## config.mk

```make
export PLATFORM = sky130hd
export DESIGN_NAME = cam_yuv422_rgb_writer_flat
export DESIGN_NICKNAME = d
export VERILOG_FILES = /design/src/rtl/cam_yuv422_rgb_writer_if.sv /design/src/rtl/cam_yuv422_rgb_writer.sv /design/src/flat_wrapper.sv
export SDC_FILE = /design/constraint.sdc
export NUM_CORES = 1
export LEC_CHECK = 0
export CAP_MARGIN = 10
export CORE_MARGIN = 2
export CORE_UTILIZATION = 55
export CTS_CLUSTER_SIZE = 30
export DETAILED_ROUTE_END_ITERATION = 12
export PLACE_DENSITY = 0.78
export SKIP_LAST_GASP = 1
export SYNTH_ARGS = -nofsm -noshare
export SYNTH_HDL_FRONTEND = slang
export SYNTH_SLANG_ARGS = --single-unit
```

## constraint.sdc

```tcl
create_clock -name pclk -period 3.8 [get_ports pclk]
set_input_delay 1.14 -clock pclk [delete_from_list [all_inputs] [get_ports pclk]]
set_output_delay 1.14 -clock pclk [all_outputs]
set_load 0.05 [all_outputs]
```

## src/rtl/cam_yuv422_rgb_writer_if.sv

```systemverilog
// Camera-side byte stream and frame-buffer write port of the YUV422 -> RGB writer.
// The writer connects through "master"; a camera model or frame-buffer monitor connects through "slave".
interface cam_yuv422_rgb_writer_if #(
   parameter int DW     = 8,
   parameter int ADDR_W = 17
);
   logic              vsync;
   logic              href;
   logic [7:0]        cam_data;
   logic              enable;
   logic [DW-1:0]     data;
   logic [ADDR_W-1:0] wraddress;
   logic              wren;
   logic              frame_done;
   logic              overflow;

   modport master (
      input  vsync, href, cam_data, enable,
      output data, wraddress, wren, frame_done, overflow
   );

   modport slave (
      output vsync, href, cam_data, enable,
      input  data, wraddress, wren, frame_done, overflow
   );
endinterface

```

## src/rtl/cam_yuv422_rgb_writer.sv

```systemverilog
// Captures YUV422 camera lines, converts each 4-byte group to two RGB332/RGB565 pixels
// and writes them into a frame buffer, one pixel per clock.
module cam_yuv422_rgb_writer #(
   parameter int OUT_FMT  = 0,
   parameter int UV_FIRST = 0,
   parameter int H_PIXELS = 320,
   parameter int V_LINES  = 240,
   parameter int ADDR_W   = 17
) (
   input logic                     pclk,
   input logic                     rst_n,
   cam_yuv422_rgb_writer_if.master bus
);

   localparam int DW = (OUT_FMT == 0) ? 8 : 16;
   localparam int CW = 16;
   localparam logic [CW-1:0]     H_LIM  = CW'(H_PIXELS);
   localparam logic [CW-1:0]     V_LIM  = CW'(V_LINES);
   localparam logic [ADDR_W-1:0] H_STEP = ADDR_W'(H_PIXELS);

   typedef enum logic [1:0] {IDLE, ARMED, BLANK, LINE} state_t;

   state_t            state_q, state_d;
   logic              vsync_q, href_q;
   logic [1:0]        phase_q, phase_d;
   logic [CW-1:0]     col_q, col_d, line_q, line_d;
   logic [ADDR_W-1:0] line_base_q, line_base_d;
   logic              line_wr_q, line_wr_d;
   logic              overflow_q, overflow_d;
   logic              frame_done_q, frame_done_d;
   logic [7:0]        b0_q, b0_d, b1_q, b1_d, b2_q, b2_d;

   logic              vld_p1_q, vld_p1_d, wr0_p1_q, wr0_p1_d, wr1_p1_q, wr1_p1_d;
   logic [7:0]        y0_p1_q, y0_p1_d, y1_p1_q, y1_p1_d, u_p1_q, u_p1_d, v_p1_q, v_p1_d;
   logic [ADDR_W-1:0] addr_p1_q, addr_p1_d;

   logic              vld_p2_q, vld_p2_d, wr0_p2_q, wr0_p2_d, wr1_p2_q, wr1_p2_d;
   logic [DW-1:0]     pix0_p2_q, pix0_p2_d, pix1_p2_q, pix1_p2_d;
   logic [ADDR_W-1:0] addr_p2_q, addr_p2_d;

   logic              pend1_q, pend1_d;
   logic              wren_q, wren_d;
   logic [DW-1:0]     data_q, data_d;
   logic [ADDR_W-1:0] wraddress_q, wraddress_d;

   logic              vs_fall, vs_rise, hr_rise, take;
   logic [1:0]        ph;

   function automatic logic [7:0] clamp8(input logic signed [11:0] x);
      if (x < 0)
         return 8'd0;
      else if (x > 12'sd255)
         return 8'd255;
      else
         return x[7:0];
   endfunction

   function automatic logic [DW-1:0] yuv_to_pix(input logic [7:0] y, input logic [7:0] u,
                                                input logic [7:0] v);
      logic signed [11:0] ys, us, vs, r, g, b;
      logic [7:0]         r8, g8, b8;
      ys = $signed({4'd0, y}) - 12'sd16;
      us = $signed({4'd0, u}) - 12'sd128;
      vs = $signed({4'd0, v}) - 12'sd128;
      r  = ys + vs + (vs >>> 2);
      g  = ys - (us >>> 2) - (vs >>> 1);
      b  = ys + (us <<< 1);
      r8 = clamp8(r);
      g8 = clamp8(g);
      b8 = clamp8(b);
      if (OUT_FMT == 0)
         return DW'({r8[7:5], g8[7:5], b8[7:6]});
      else
         return DW'({r8[7:3], g8[7:2], b8[7:3]});
   endfunction

   assign vs_fall = vsync_q & ~bus.vsync;
   assign vs_rise = bus.vsync & ~vsync_q;
   assign hr_rise = bus.href & ~href_q;
   // A line only opens on a real href rising edge; href already high when blanking ends is ignored.
   assign take    = ~bus.vsync & bus.href &
                    ((state_q == LINE) || ((state_q == BLANK) && hr_rise));

   always_comb begin
      state_d      = state_q;
      phase_d      = phase_q;
      col_d        = col_q;
      line_d       = line_q;
      line_base_d  = line_base_q;
      line_wr_d    = line_wr_q;
      overflow_d   = overflow_q;
      frame_done_d = 1'b0;
      b0_d         = b0_q;
      b1_d         = b1_q;
      b2_d         = b2_q;
      vld_p1_d     = 1'b0;
      wr0_p1_d     = wr0_p1_q;
      wr1_p1_d     = wr1_p1_q;
      y0_p1_d      = y0_p1_q;
      y1_p1_d      = y1_p1_q;
      u_p1_d       = u_p1_q;
      v_p1_d       = v_p1_q;
      addr_p1_d    = addr_p1_q;
      ph           = (state_q == LINE) ? phase_q : 2'd0;

      case (state_q)
         IDLE: begin
            if (bus.vsync)
               state_d = ARMED;
         end
         ARMED: begin
            if (vs_fall) begin
               if (bus.enable) begin
                  state_d     = BLANK;
                  overflow_d  = 1'b0;
                  line_d      = '0;
                  line_base_d = '0;
                  line_wr_d   = 1'b0;
               end else begin
                  state_d = IDLE;
               end
            end
         end
         default: begin
            if (vs_rise) begin
               state_d      = IDLE;
               frame_done_d = 1'b1;
            end else if (state_q == BLANK) begin
               if (take) begin
                  state_d = LINE;
                  col_d   = '0;
               end
            end else if (!bus.href) begin
               // End of line: any partial group is simply forgotten.
               state_d   = BLANK;
               phase_d   = 2'd0;
               line_wr_d = 1'b0;
               if (line_wr_q) begin
                  line_base_d = line_base_q + H_STEP;
                  line_d      = line_q + 1'b1;
               end
            end
         end
      endcase

      if (take) begin
         phase_d = ph + 2'd1;
         case (ph)
            2'd0: b0_d = bus.cam_data;
            2'd1: b1_d = bus.cam_data;
            2'd2: b2_d = bus.cam_data;
            default: begin
               if (UV_FIRST == 0) begin
                  y0_p1_d = b0_q;
                  u_p1_d  = b1_q;
                  y1_p1_d = b2_q;
                  v_p1_d  = bus.cam_data;
               end else begin
                  u_p1_d  = b0_q;
                  y0_p1_d = b1_q;
                  v_p1_d  = b2_q;
                  y1_p1_d = bus.cam_data;
               end
               vld_p1_d  = 1'b1;
               wr0_p1_d  = (col_q < H_LIM) && (line_q < V_LIM);
               wr1_p1_d  = ((col_q + 1'b1) < H_LIM) && (line_q < V_LIM);
               addr_p1_d = line_base_q + ADDR_W'(col_q);
               if (!((col_q + 1'b1) < H_LIM) || !(line_q < V_LIM))
                  overflow_d = 1'b1;
               if ((col_q < H_LIM) && (line_q < V_LIM))
                  line_wr_d = 1'b1;
               if (col_q < H_LIM)
                  col_d = col_q + 2'd2;
            end
         endcase
      end

      // p1 -> p2: colour conversion of both pixels of the group
      vld_p2_d  = vld_p1_q;
      wr0_p2_d  = wr0_p1_q;
      wr1_p2_d  = wr1_p1_q;
      pix0_p2_d = yuv_to_pix(y0_p1_q, u_p1_q, v_p1_q);
      pix1_p2_d = yuv_to_pix(y1_p1_q, u_p1_q, v_p1_q);
      addr_p2_d = addr_p1_q;

      // p2 -> output: pixel 0 in the first cycle, pixel 1 in the next
      pend1_d     = 1'b0;
      wren_d      = 1'b0;
      data_d      = data_q;
      wraddress_d = wraddress_q;
      if (vld_p2_q) begin
         pend1_d = 1'b1;
         if (wr0_p2_q) begin
            wren_d      = 1'b1;
            data_d      = pix0_p2_q;
            wraddress_d = addr_p2_q;
         end
      end else if (pend1_q && wr1_p2_q) begin
         wren_d      = 1'b1;
         data_d      = pix1_p2_q;
         wraddress_d = addr_p2_q + 1'b1;
      end
   end

   always_ff @(posedge pclk or negedge rst_n) begin
      if (!rst_n) begin
         state_q      <= IDLE;
         vsync_q      <= 1'b0;
         href_q       <= 1'b0;
         phase_q      <= 2'd0;
         col_q        <= '0;
         line_q       <= '0;
         line_base_q  <= '0;
         line_wr_q    <= 1'b0;
         overflow_q   <= 1'b0;
         frame_done_q <= 1'b0;
         vld_p1_q     <= 1'b0;
         wr0_p1_q     <= 1'b0;
         wr1_p1_q     <= 1'b0;
         vld_p2_q     <= 1'b0;
         wr0_p2_q     <= 1'b0;
         wr1_p2_q     <= 1'b0;
         pend1_q      <= 1'b0;
         wren_q       <= 1'b0;
         data_q       <= '0;
         wraddress_q  <= '0;
      end else begin
         state_q      <= state_d;
         vsync_q      <= bus.vsync;
         href_q       <= bus.href;
         phase_q      <= phase_d;
         col_q        <= col_d;
         line_q       <= line_d;
         line_base_q  <= line_base_d;
         line_wr_q    <= line_wr_d;
         overflow_q   <= overflow_d;
         frame_done_q <= frame_done_d;
         vld_p1_q     <= vld_p1_d;
         wr0_p1_q     <= wr0_p1_d;
         wr1_p1_q     <= wr1_p1_d;
         vld_p2_q     <= vld_p2_d;
         wr0_p2_q     <= wr0_p2_d;
         wr1_p2_q     <= wr1_p2_d;
         pend1_q      <= pend1_d;
         wren_q       <= wren_d;
         data_q       <= data_d;
         wraddress_q  <= wraddress_d;
      end
   end

   // Pure datapath registers: qualified by the valid/phase flags above, so no reset needed.
   always_ff @(posedge pclk) begin
      b0_q      <= b0_d;
      b1_q      <= b1_d;
      b2_q      <= b2_d;
      y0_p1_q   <= y0_p1_d;
      y1_p1_q   <= y1_p1_d;
      u_p1_q    <= u_p1_d;
      v_p1_q    <= v_p1_d;
      addr_p1_q <= addr_p1_d;
      pix0_p2_q <= pix0_p2_d;
      pix1_p2_q <= pix1_p2_d;
      addr_p2_q <= addr_p2_d;
   end

   assign bus.data       = data_q;
   assign bus.wraddress  = wraddress_q;
   assign bus.wren       = wren_q;
   assign bus.frame_done = frame_done_q;
   assign bus.overflow   = overflow_q;

endmodule
```

## src/flat_wrapper.sv

```systemverilog
// flat-port wrapper written by rule: the top's interface ports become plain ports
module cam_yuv422_rgb_writer_flat 
#(
   parameter int OUT_FMT  = 0,
   parameter int UV_FIRST = 0,
   parameter int H_PIXELS = 320,
   parameter int V_LINES  = 240,
   parameter int ADDR_W   = 17
)
  (pclk, rst_n, bus_vsync, bus_href, bus_cam_data, bus_enable, bus_data, bus_wraddress, bus_wren, bus_frame_done, bus_overflow);
  cam_yuv422_rgb_writer_if #(.ADDR_W(ADDR_W)) bus_i ();
  input logic pclk;
  input logic rst_n;
  input wire logic [$bits(bus_i.vsync)-1:0] bus_vsync;
  input wire logic [$bits(bus_i.href)-1:0] bus_href;
  input wire logic [$bits(bus_i.cam_data)-1:0] bus_cam_data;
  input wire logic [$bits(bus_i.enable)-1:0] bus_enable;
  output wire logic [$bits(bus_i.data)-1:0] bus_data;
  output wire logic [$bits(bus_i.wraddress)-1:0] bus_wraddress;
  output wire logic [$bits(bus_i.wren)-1:0] bus_wren;
  output wire logic [$bits(bus_i.frame_done)-1:0] bus_frame_done;
  output wire logic [$bits(bus_i.overflow)-1:0] bus_overflow;
  assign bus_i.vsync = bus_vsync;
  assign bus_i.href = bus_href;
  assign bus_i.cam_data = bus_cam_data;
  assign bus_i.enable = bus_enable;
  assign bus_data = bus_i.data;
  assign bus_wraddress = bus_i.wraddress;
  assign bus_wren = bus_i.wren;
  assign bus_frame_done = bus_i.frame_done;
  assign bus_overflow = bus_i.overflow;
  cam_yuv422_rgb_writer #(.OUT_FMT(OUT_FMT), .UV_FIRST(UV_FIRST), .H_PIXELS(H_PIXELS), .V_LINES(V_LINES), .ADDR_W(ADDR_W)) u_core (.pclk(pclk), .rst_n(rst_n), .bus(bus_i));
endmodule
```

==> impl_metrics.toml, run 1 <==
[outcome]
status = "completed"

[global_routing]
grt_antenna_before_repair = 0
grtUsageTotal_pct = 20.6
grt-ovfl-total = 0
grt_max_degree = 86
grt_pass1_wl_mm = 32.8
grt_pass1_vias = 6693

[synth]
synth-xor-area-share_pct = 5.96
ys.flop_type = "dfrtp_1"
syn-num-nets = 1082
synth_cells = 954
yosysTopAreaCellShare_pct = 21.0
synth_edf_count = 73
synth.avg_cell_area_um2 = 10.9
yosys.area_share.simple_pct = 14.0
synth_area_leader_cell = "edfxtp_1"
synth_warnings = 0
synthTopCellsByArea = "edfxtp_1 (21%), dfrtp_1 (20%), ha_1 (9.5%), fa_1 (6.9%), dfxtp_1 (6.3%)"
synth_top_family_by_area = "adder cells"
yosysUniqueCellTypes = 68
ys_ff_latch = 191
synth-async-reset-ratio_pct = 44.5
synth_adder_area_share_pct = 16.4
yosysSeqAreaShare_pct = 47.7
synthMuxAreaShare_pct = 1.82
synth-compound-area-share_pct = 11.1
syn_area_um2 = 10400

[power]
total_power_mw = 4.27
irDropWorstVdd_v = 0.000331
powerDensity_nw_per_um2 = 366
p_leak_nw = 4.95

[clocking]
cts_sinks = 191
post_cts_buffers = 0
cts_resized = 0
insertion_delay_ps = 440
numCtsBuffers = 17
h-tree-depth = 4
cts_buffer_depth = 2
postCtsHoldBufs = 0
tritoncts = "built"
cts_root_buffer = "clkbuf_16"
path_clk_slew_ps = 70

[sta]
slew_viol_final = 0
final.setup.tns_ps = 0
worstMarginPinSlew_ps = 1050
max_slew_margin_pct = 29.7
setup_viol = 0
post-route-period-util_pct = 88.4
fin_crit_ps = 3360
max_clock_freq_mhz = 298
fin_skew_ps = 10.3
finalHoldViolCount = 0
rsz0062_at_grt = "no"

[hold_path]
hold_path_class = "reg -> reg"
hold_start = "u_core.addr_p1_q[6]"
whs_path_depth = 0
min_to = "u_core.addr_p2_q[6]"

[setup_path]
worstSetupStartpointType = "flip-flop"
critPathKind = "reg -> reg"
rr_worst_depth = 10
crit_chain = "inv_1, ha_1, or3b_2, inv_1, fa_1, ha_1, nor4b_1, o21bai_1, a311oi_1, o21a_1"
path_max_fanout = 4
path_delay_family = "adder cells"
end_kind = "flip-flop"
cp-startpoint = "u_core.y0_p1_q[4]"
reg2reg_slack_ps = 440
cp_num_buf_inv = 2
arrival_ps = 3730
r2r_start = "u_core.y0_p1_q[4]"
slowest_stage = "fa_1"
max_stage_delay_ps = 480
cp_data_required_time_ps = 4170
r2r-end = "u_core.pix0_p2_q[3]"

[floorplan]
row_count = 50
core_um2 = 18600
chipWidth_um = 142
fp.dieH_um = 142
dieArea_um2 = 20100
io_pins = 41
initial_core_util_pct = 56.0

[detailed_routing]
dr_total_vias = 6993
antenna_left = 0
drt_wl_total_mm = 19.7
dr.pass1.iters = 5
drcViolationCount = 0
via_per_inst = 5.63
drt_iter0_drc = 485
avgRoutedWirePerCell_um = 15.9

[cells_and_area]
fin_nets = 1122
drive_above_1_share_pct = 5.36
area_growth_pct = 11.9
antennaDiodeCount = 0

[place]
gp_congestion = 0.976
hpwl_mm = 14.2
portBuffers = 40

[job]
cap_viol_max_count = 0
-- flip-flops by register name, indices dropped and copies added (netlist names), 11 cells and up --
name and cells:
u_core.line_q 16, u_core.addr_p2_q 17, u_core.addr_p1_q 17, u_core.col_q 16
u_core.bus.wraddress 17, u_core.line_base_q 11
-- synthesized netlist by cell type (all sizes together), types with 12 or more instances --
library cell  number
a21o              14
a21oi             42
and2              12
clkbuf            20
dfrtp             85
dfxtp             33
edfxtp            73
fa                36
ha                79
inv               56
mux2i             13
nand2             68
nand3             28
nor2              80
nor2b             14
nor3              19
nor4              14
o21a              13
o21ai             54
xnor2             46
xor2              25
-- metal layers --
metal	vias to the layer above	share of wire, %	wire [um]	global-route usage (%)
li1	3451	-	-	-
met2	186	45	8830	31.1
met4	0	1.9	380	6.21
met3	37	4.7	924	4.49
met5	-	0	0	0
met1	3319	49	9570	30.1
-- where the power goes --
part	leakage [nW]	internal (mW)	total [mW]	switching [mW]
clock network	0.279	0.878	1.73	0.855
logic	2.54	0.107	0.246	0.140
registers	2.13	2.20	2.29	0.0940
total	4.95	3.18	4.27	1.09
-- kinds of logic (layout without fill, tap and decap cells) --
| kind of cell | Yosys count | count (layout) |
|---|---|---|
| adders and majority gates | 115 | 115 |
| and+or+nand+nor | 296 | 296 |
| AOI/OAI and AO/OA | 181 | 181 |
| muxes | 18 | 18 |
| xor gates and xnor gates | 71 | 71 |
| DFF | 191 | 191 |
| buffers and inverters | 82 | 135 |
-- worst register-to-register path: stages, from the launching register on --
cell	delay, ps
edfxtp_1	470
inv_1	120
ha_1	200
or3b_2	470
inv_1	180
fa_1	480
ha_1	260
nor4b_1	400
o21bai_1	110
a311oi_1	410
o21a_1	200
-- worst max-delay path by stage --
stage,end,depth (start not counted),slack (ps)
6_report,u_core.pix0_p2_q[3],10,440
5_1_grt,u_core.pix0_p2_q[3],10,230
4_1_cts,u_core.pix0_p2_q[3],10,470
3_5_place_dp,u_core.line_base_q[16],7,400
3_3_place_gp,u_core.line_base_q[14],7,470
2_1_floorplan,u_core.wr1_p1_q,5,800
-- cell usage in the layout, fill, tap and decap left out, drive strengths merged, types with 14 or more instances in the layout --
master	Yosys	routed
dfrtp	85	85
nor2	80	80
ha	79	79
edfxtp	73	73
nand2	68	68
inv	56	61
o21ai	54	54
xnor2	46	46
a21oi	42	42
clkdlybuf4s50	0	39
fa	36	36
dfxtp	33	33
nand3	28	28
xor2	25	25
nor3	19	19
clkbuf	20	19
nor4	14	14
nor2b	14	14
a21o	14	14
-- stage by stage --
stage          hold slack [ps]  std cells  setup WS [ps]  utilization (%)  cell area (um^2)
2_1_floorplan              323        954            797                -             10400
3_3_place_gp               326       1209            470             59.5             11100
3_5_place_dp               327       1209            398             59.5             11100
4_1_cts                    340       1241            468             62.6             11700
5_1_grt                    339       1241            228             62.6             11700
6_report                   340       1241            440             62.6             11700
-- area by class of cell --
| type | instances | area, um^2 |
|---|---|---|
| well taps | 234 | 293 |
| fillers | 1438 | 6970 |
| clock buffers | 19 | 433 |
| repair buffers | 47 | 463 |
| flip-flops and latches | 191 | 4980 |
| multi-input cells | 681 | 5150 |
| inverters | 56 | 210 |
| clock inverters | 13 | 146 |
Note: power is estimated with default switching activity, not from simulation.
==> inputs of run 2 (changes only) <==
Settings changed: GPL_ROUTABILITY_DRIVEN set to 1.
==> results of run 2 <==
The final DEF is identical to that of run 1; final timing and power are the same.
